===== src/rtl/seq_alu.sv =====
// Handshaked, width-parametrised ALU: single-cycle logic/arithmetic plus iterative multiply and shifts.
// Optional accumulator chaining via use_acc is enabled by defining SEQ_ALU_ACC_EN.
module seq_alu #(
    parameter int NBIT = 4
) (
    input  logic            clk,
    input  logic            rst,
`ifdef SEQ_ALU_ACC_EN
    input  logic            use_acc,
`endif
    input  logic            in_valid,
    output logic            in_ready,
    input  logic [3:0]      sel,
    input  logic [NBIT-1:0] a,
    input  logic [NBIT-1:0] b,
    output logic            out_valid,
    input  logic            out_ready,
    output logic [NBIT-1:0] result,
    output logic            overflow,
    output logic            zero,
    output logic            carry
);
    localparam int SHW = $clog2(NBIT);
    localparam int CW  = SHW + 1;

    localparam logic [3:0] OP_ADD = 4'b0000;
    localparam logic [3:0] OP_SUB = 4'b0001;
    localparam logic [3:0] OP_NOT = 4'b0010;
    localparam logic [3:0] OP_AND = 4'b0011;
    localparam logic [3:0] OP_OR  = 4'b0100;
    localparam logic [3:0] OP_XOR = 4'b0101;
    localparam logic [3:0] OP_SLT = 4'b0110;
    localparam logic [3:0] OP_EQ  = 4'b0111;
    localparam logic [3:0] OP_MUL = 4'b1000;

    typedef enum logic [1:0] {
        ST_IDLE,
        ST_BUSY,
        ST_DONE
    } state_t;

    state_t              state_q, state_d;
    logic [3:0]          op_q, op_d;
    logic [2*NBIT-1:0]   work_q, work_d;
    logic [NBIT-1:0]     mcand_q, mcand_d;
    logic [CW-1:0]       count_q, count_d;
    logic [NBIT-1:0]     result_q, result_d;
    logic                overflow_q, overflow_d;
    logic                zero_q, zero_d;
    logic                carry_q, carry_d;

    logic [NBIT-1:0]     op_a;
    logic [NBIT:0]       add_sum;
    logic [NBIT:0]       sub_sum;
    logic [NBIT-1:0]     sc_result;
    logic                sc_carry;
    logic                sc_overflow;
    logic [NBIT:0]       mul_sum;
    logic [2*NBIT:0]     mul_wide;
    logic [2*NBIT-1:0]   mul_next;
    logic [NBIT-1:0]     sh_val;
    logic [NBIT-1:0]     sh_next;
    logic                sh_out;
    logic [NBIT-1:0]     step_result;
    logic                step_carry;
    logic [SHW-1:0]      shamt;
    logic                accept;

    assign in_ready  = (state_q == ST_IDLE) && !rst;
    assign out_valid = (state_q == ST_DONE);
    assign result    = result_q;
    assign overflow  = overflow_q;
    assign zero      = zero_q;
    assign carry     = carry_q;
    assign accept    = in_valid && in_ready;
    assign shamt     = b[SHW-1:0];

    always_comb begin
`ifdef SEQ_ALU_ACC_EN
        op_a = use_acc ? result_q : a;
`else
        op_a = a;
`endif
        add_sum     = {1'b0, op_a} + {1'b0, b};
        sub_sum     = {1'b0, op_a} + {1'b0, ~b} + {{NBIT{1'b0}}, 1'b1};
        sc_result   = '0;
        sc_carry    = 1'b0;
        sc_overflow = 1'b0;
        case (sel)
            OP_ADD: begin
                sc_result   = add_sum[NBIT-1:0];
                sc_carry    = add_sum[NBIT];
                sc_overflow = (op_a[NBIT-1] == b[NBIT-1]) && (add_sum[NBIT-1] != op_a[NBIT-1]);
            end
            OP_SUB: begin
                sc_result   = sub_sum[NBIT-1:0];
                sc_carry    = sub_sum[NBIT];
                sc_overflow = (op_a[NBIT-1] != b[NBIT-1]) && (sub_sum[NBIT-1] != op_a[NBIT-1]);
            end
            OP_NOT:  sc_result = ~op_a;
            OP_AND:  sc_result = op_a & b;
            OP_OR:   sc_result = op_a | b;
            OP_XOR:  sc_result = op_a ^ b;
            OP_SLT:  sc_result = {{(NBIT-1){1'b0}}, ($signed(op_a) < $signed(b))};
            OP_EQ:   sc_result = {{(NBIT-1){1'b0}}, (op_a == b)};
            default: sc_result = '0;
        endcase
    end

    // Multiply keeps {partial_hi, multiplier_lo} in work_q and shifts right once per step.
    always_comb begin
        mul_sum  = {1'b0, work_q[2*NBIT-1:NBIT]} + {1'b0, mcand_q};
        mul_wide = {mul_sum, work_q[NBIT-1:0]};
        mul_next = work_q[0] ? mul_wide[2*NBIT:1] : {1'b0, work_q[2*NBIT-1:1]};
        sh_val   = work_q[NBIT-1:0];
        sh_next  = sh_val;
        sh_out   = 1'b0;
        case (op_q[1:0])
            2'b01: begin
                sh_next = {sh_val[NBIT-2:0], 1'b0};
                sh_out  = sh_val[NBIT-1];
            end
            2'b10: begin
                sh_next = {1'b0, sh_val[NBIT-1:1]};
                sh_out  = sh_val[0];
            end
            2'b11: begin
                sh_next = {sh_val[NBIT-1], sh_val[NBIT-1:1]};
                sh_out  = sh_val[0];
            end
            default: begin
                sh_next = sh_val;
                sh_out  = 1'b0;
            end
        endcase
    end

    always_comb begin
        state_d     = state_q;
        op_d        = op_q;
        work_d      = work_q;
        mcand_d     = mcand_q;
        count_d     = count_q;
        result_d    = result_q;
        overflow_d  = overflow_q;
        zero_d      = zero_q;
        carry_d     = carry_q;
        step_result = '0;
        step_carry  = 1'b0;
        case (state_q)
            ST_IDLE: begin
                if (accept) begin
                    op_d = sel;
                    if (!sel[3] || sel[2]) begin
                        result_d   = sc_result;
                        carry_d    = sc_carry;
                        overflow_d = sc_overflow;
                        zero_d     = (sc_result == '0);
                        state_d    = ST_DONE;
                    end else if (sel == OP_MUL) begin
                        work_d  = {{NBIT{1'b0}}, b};
                        mcand_d = op_a;
                        count_d = CW'(NBIT);
                        state_d = ST_BUSY;
                    end else if (shamt == '0) begin
                        result_d   = op_a;
                        carry_d    = 1'b0;
                        overflow_d = 1'b0;
                        zero_d     = (op_a == '0);
                        state_d    = ST_DONE;
                    end else begin
                        work_d  = {{NBIT{1'b0}}, op_a};
                        count_d = {1'b0, shamt};
                        state_d = ST_BUSY;
                    end
                end
            end
            ST_BUSY: begin
                count_d = count_q - CW'(1);
                if (op_q == OP_MUL) begin
                    work_d      = mul_next;
                    step_result = mul_next[NBIT-1:0];
                    step_carry  = |mul_next[2*NBIT-1:NBIT];
                end else begin
                    work_d      = {{NBIT{1'b0}}, sh_next};
                    step_result = sh_next;
                    step_carry  = sh_out;
                end
                // Result registers only move on the final step so they stay valid-looking while busy.
                if (count_q == CW'(1)) begin
                    result_d   = step_result;
                    carry_d    = step_carry;
                    overflow_d = 1'b0;
                    zero_d     = (step_result == '0);
                    state_d    = ST_DONE;
                end
            end
            ST_DONE: begin
                if (out_ready) begin
                    state_d = ST_IDLE;
                end
            end
            default: state_d = ST_IDLE;
        endcase
    end

    always_ff @(posedge clk or posedge rst) begin
        if (rst) begin
            state_q    <= ST_IDLE;
            op_q       <= '0;
            work_q     <= '0;
            mcand_q    <= '0;
            count_q    <= '0;
            result_q   <= '0;
            overflow_q <= 1'b0;
            zero_q     <= 1'b0;
            carry_q    <= 1'b0;
        end else begin
            state_q    <= state_d;
            op_q       <= op_d;
            work_q     <= work_d;
            mcand_q    <= mcand_d;
            count_q    <= count_d;
            result_q   <= result_d;
            overflow_q <= overflow_d;
            zero_q     <= zero_d;
            carry_q    <= carry_d;
        end
    end

endmodule


===== config.mk =====
export PLATFORM = sky130hd
export DESIGN_NAME = seq_alu
export DESIGN_NICKNAME = d
export VERILOG_FILES = /design/src/rtl/seq_alu.sv
export SDC_FILE = /design/constraint.sdc
export NUM_CORES = 1
export LEC_CHECK = 0
export CAP_MARGIN = 30
export CORE_ASPECT_RATIO = 1.5
export CORE_MARGIN = 4
export CORE_UTILIZATION = 39
export DETAILED_ROUTE_END_ITERATION = 7
export DONT_BUFFER_PORTS = 1
export HOLD_SLACK_MARGIN = 0.06
export PLACE_DENSITY_LB_ADDON = 0.05
export SLEW_MARGIN = 20
export SYNTH_ARGS = -nofsm -noshare
export SYNTH_HDL_FRONTEND = slang
export SYNTH_SLANG_ARGS = --single-unit

===== constraint.sdc =====
create_clock -name clk -period 2.35 [get_ports clk]
set_clock_uncertainty 0.1 [all_clocks]
set_input_delay 0.235 -clock clk [delete_from_list [all_inputs] [get_ports clk]]
set_output_delay 0.235 -clock clk [all_outputs]
set_load 0.005 [all_outputs]

* After elaboration in Yosys (flattened, before gate mapping) *
Index checks and enable logic that the tools add are counted.

cells by class
  add/sub/neg operators = 5
  $lt $le $gt $ge = 1
  equal/unequal tests = 27
  muxes and demuxes = 49
  bitwise operators = 6
  reduce and logical (&&, ||, !) cells = 21

operator list
  kind                                                                    count
  8-bit two-way mux                                                       6
  4-bit one-hot mux with 8 select lines                                   1
  4-bit two-way mux                                                       7
  4-bit by 3-bit equality test with 1-bit output (second input constant)  4
  4-bit zero test                                                         4
  8-bit one-hot mux with 2 select lines                                   1
  4-bit by 4-bit adder with 5-bit output                                  3
  1-bit two-way mux                                                       14
  2-bit two-way mux                                                       6
  3-bit two-way mux                                                       4
  1-bit one-hot mux with 2 select lines                                   6
  4-bit one-hot mux with 3 select lines                                   1
  4-bit by 2-bit equality test with 1-bit output (second input constant)  2
  4-bit equality test (second input constant)                             2
  4-bit NOT                                                               2
  4-bit one-hot mux with 2 select lines                                   1
  4-bit AND reduction                                                     2
  2-bit equality test (second input constant)                             3
  2-bit != test (second input constant)                                   3
  3-bit != test (second input constant)                                   2
  2-bit one-hot mux with 3 select lines                                   1
  3-bit one-hot mux with 2 select lines                                   1
  5-bit by 1-bit adder with 5-bit output (second input constant)          1
  5-bit AND reduction                                                     1
  23 further kinds                                                        31

word-level totals
  register bits = 28
  input port bits = 16
  output and inout port bits = 9
  logic and storage cells = 118

* Depth between registers and ports, before layout *
  depth in word-level cells = 9
  gate-level depth with buffers = 9

* Least setup slack after synthesis *
Ideal clock, no wire load.

  path kind = reg2reg
  from = register work_q[4]
  to = register carry_q (netlist: carry)
  setup time = 0.126 ns
  arrival = 1.742 ns
  setup slack = 0.382 ns
  stages on the path, launching flop included = 9
  path buffers = 0
  clock period less this slack = 1.968 ns
  path through = dfrtp_1 > ha_1 > fa_1 > xnor2_1 > nand2_1 > o21ai_0 > and3_1 > a31oi_1 > a221o_1

on the way
  cells in the longest elaborated chain, start to end = 6

ends and longest elaborated chain
  element                                 line  RTL
  from (decl)                             44    logic [2*NBIT-1:0] work_q, work_d;
  from (signal assigned)                  221   work_q <= work_d;
  4-bit by 4-bit adder with 5-bit output  112   mul_sum = {1'b0, work_q[2*NBIT-1:NBIT]} + {1'b0, mcand_q};
  8-bit two-way mux                       114   mul_next = work_q[0] ? mul_wide[2*NBIT:1] : {1'b0, work_q[2*NBIT-1:1]};
  4-bit OR reduction                      183   step_carry = |mul_next[2*NBIT-1:NBIT];
  1-bit two-way mux                       180   if (op_q == OP_MUL) begin
  1-bit two-way mux                       190   if (count_q == CW'(1)) begin
  1-bit one-hot mux with 2 select lines   150   case (state_q)
  to (signal assigned)                    227   carry_q <= carry_d;
  to (decl)                               50    logic carry_q, carry_d;

Every way passes these cells. The select of a mux whose other input is x is not followed.
A chain may end at the register's enable or synchronous reset.

* Worst setup path after layout *
Ends and elaborated chain as after synthesis.

==> summary.txt <==
Worst setup path
  • Worst setup path class: flip-flop to flip-flop
  • CP Capture Type: flip-flop
  • Startpoint Class: flip-flop
  • WP data required: 2.42 ns
  • Critical path data arrival time: ~2.2 ns
  • Origin of the critical flop-to-flop path: work_q[4]
  • CP Max Fanout: 3
  • CP startpoint: work_q[4]

Synthesis
  • Mean cell area of the mapped netlist: 8.23 um^2
  • Gate count after technology mapping: between 200 and 300
  • Synthesized Nets: about 320
  • Register area share after synthesis: 30.0%
  • List of most frequent post-synthesis cells: nand2_1, dfrtp_1, o21ai_0
  • Synth async-reset ratio: 100%
  • Cell with the most instances after synthesis: nand2_1
  • Top cells by area, synth: dfrtp_1, ha_1, nand2_1, o21ai_0, a21oi_1
  • Distinct cell type count after synthesis: between 50 and 60
  • Top_reg_cell synth: dfrtp_1
  • Cell Area, Synth: 0.00234 mm^2
  • Post-synth EDFFs: 0
  • #FFs+latches synth: 28
  • Synthesis Warnings: 0
  • Cell taking the most area after synthesis: dfrtp_1
  • Synth top area share: around 30%

Clock tree
  • Clk sinks: 28
  • Post-CTS Resized: 0
  • TritonCTS clock tree: yes
  • CTS Buffer Depth: 2
  • Hold buffer count at CTS: 5
  • Number of buffers created by CTS: 3
  • Post-CTS setup buffer count: 0
  • Root Driver: clkbuf_8
  • Clock Pin Slew Worst Setup and Hold Paths: 0.10 ns
  • Clock latency on the worst-skew pair: 0.27 ns
  • H-tree depth: 1

Power and ir drop
  • Leak pwr: 1.17 nW
  • PwrDens: about 840 mW/mm^2
  • Peak supply drop: 0.228 mV
  • Final Power: 0.00213 W

Global route
  • Vias in the first global route: 2,160
  • First-pass GRT wire length: 10,800 um
  • Overall Global Routing Usage: between 10% and 20%
  • Initial antenna violation count: 0
  • Largest net degree at the start of global routing: 29
  • Grt ovf: 0

Cells and area
  • Layout area overhead: 8.36%
  • Layout fillers: 608
  • Reg area: 701 um^2
  • Nets@finish: ~330
  • Multi-input logic area: 0.00150 mm^2
  • Final Cell Area: between 0.002 and 0.003 mm^2
  • Finished Layout Cells: 362
  • Share of layout cells above drive strength 1: 8.28%
  • # diodes: 0

Route
  • Antenna-violating nets left: 0
  • Vias post-DR: 2,069
  • WL final: 6590 um
  • Wire length per cell: 18.2 um
  • DRC violation total after the first TritonRoute iteration: 110
  • Iteration count of the initial detailed-routing pass: 4
  • Vias per cell: 5.72
  • DR DRC count: 0

STA
  • Fmax: 471 MHz
  • Max-slew headroom: between 50% and 60%
  • Hold Fails Final Rpt: 0
  • Hold_ws: 0.0820 ns
  • Min Clock Period, post-route: 2.12 ns
  • Setup-failing EPs final: 0
  • Slew @ Worst Pin: 0.689 ns
  • Total negative slack: 0 ns
  • Unrepaired setup endpoints after global routing: false
  • Final-report max-slew violation count: 0
  • Crit share post-route: 90.3%

Die
  • Die footprint: between 0.007 and 0.008 mm^2
  • Die height: 103 um
  • Initial Utilization: about two fifths
  • Standard-cell rows: 34
  • Die Wd: between 70 and 80 um
  • IO Pins: 25
  • Core footprint: 0.00583 mm^2

Place
  • Hpwl dp: 5450 um
  • Placed cells: ~350
  • Cell Area, Placed: 0.00243 mm^2
  • Number of port buffers: 0
  • Gp weighted congestion: 0.893

Worst hold path
  • Type of the tightest min-delay check: input pin to flip-flop
  • Min-delay src: a[2]

Job
  • Max_cap viols: 0

Status
  • Status: finished clean
[sequential cells by signal (all words and copies together), names as in the netlist]
| signal | flops |
|---|---|
| count_q | 3 |
| overflow | 1 |
| mcand_q | 4 |
| result | 4 |
| op_q | 4 |
| zero | 1 |
| state_q | 2 |
| carry | 1 |
| work_q | 8 |
[layout by cell type, fill, tap and decap left out, types with 6 or more instances in the layout]
cell type and instances:
a21oi_1 22, o21ai_0 28, buf_4 9, nor2_1 21, nor2b_1 6, nand2_1 41
ha_1 18, nand3_1 8, dfrtp_1 28, inv_1 19
[power by group]
part / internal, W / switching (W)
logic: 0.000430 / 0.000524
clock network: 0.000150 / 0.000145
registers: 0.000663 / 0.000219
total: 0.00124 / 0.000889
[per-layer routing]
| metal | GRT usage [%] | wire length (um) | vias to the layer above |
|---|---|---|---|
| li1 | - | - | 1020 |
| met1 | 20.7 | 2530 | 986 |
| met2 | 34.6 | 3510 | 45 |
| met3 | 2.05 | 218 | 18 |
| met4 | 10.4 | 341 | 0 |
| met5 | 0 | 0 | - |
[metrics by stage]
step | setup slack, ns | util, %
finish | 0.228 | 43.4
global route | 0.0457 | 43.4
CTS | 0.211 | 43.4
detailed placement | 0.229 | 41.6
global placement | 0.259 | 41.6
floorplan | 0.382 | -
[path summary, 6_finish.rpt]
check | endpoint | slack (ns) | cells after the start
hold / removal | mcand_q[2] | 0.08 | 2
max in group asynchronous | work_q[2] | 1.51 | 3
setup reg to reg | carry | 0.23 | 8
min in group asynchronous | op_q[2] | 0.37 | 3
setup / recovery | carry | 0.23 | 8
hold reg to reg | mcand_q[3] | 0.39 | 2
[critical path: stages (launching register included)]
cell and delay, ns:
dfrtp_1 0.40, ha_1 0.22, fa_1 0.41, xnor2_1 0.17, nand2_1 0.06, o21ai_0 0.11
and3_1 0.19, a31oi_1 0.09, a221o_1 0.27
[cell type report]
class / count / area share [%]
Inverter: 19 / 2.82
Timing Repair Buffer: 14 / 4.65
Clock buffer: 4 / 2.17
Sequential cell: 28 / 27.7
Multi-Input combinational cell: 225 / 59.1
Tap cell: 72 / 3.56
[logic make-up after synthesis]
kind of cell | Yosys count | synth area share (%)
buf+inv | 31 | 5.95
mux | 6 | 3.11
xor+xnor | 3 | 1.13
compound gates | 93 | 26.9
flops | 28 | 30.0
simple gates | 102 | 20.7
fa+ha+maj | 21 | 12.2
(Power assumes the default switching activity.)
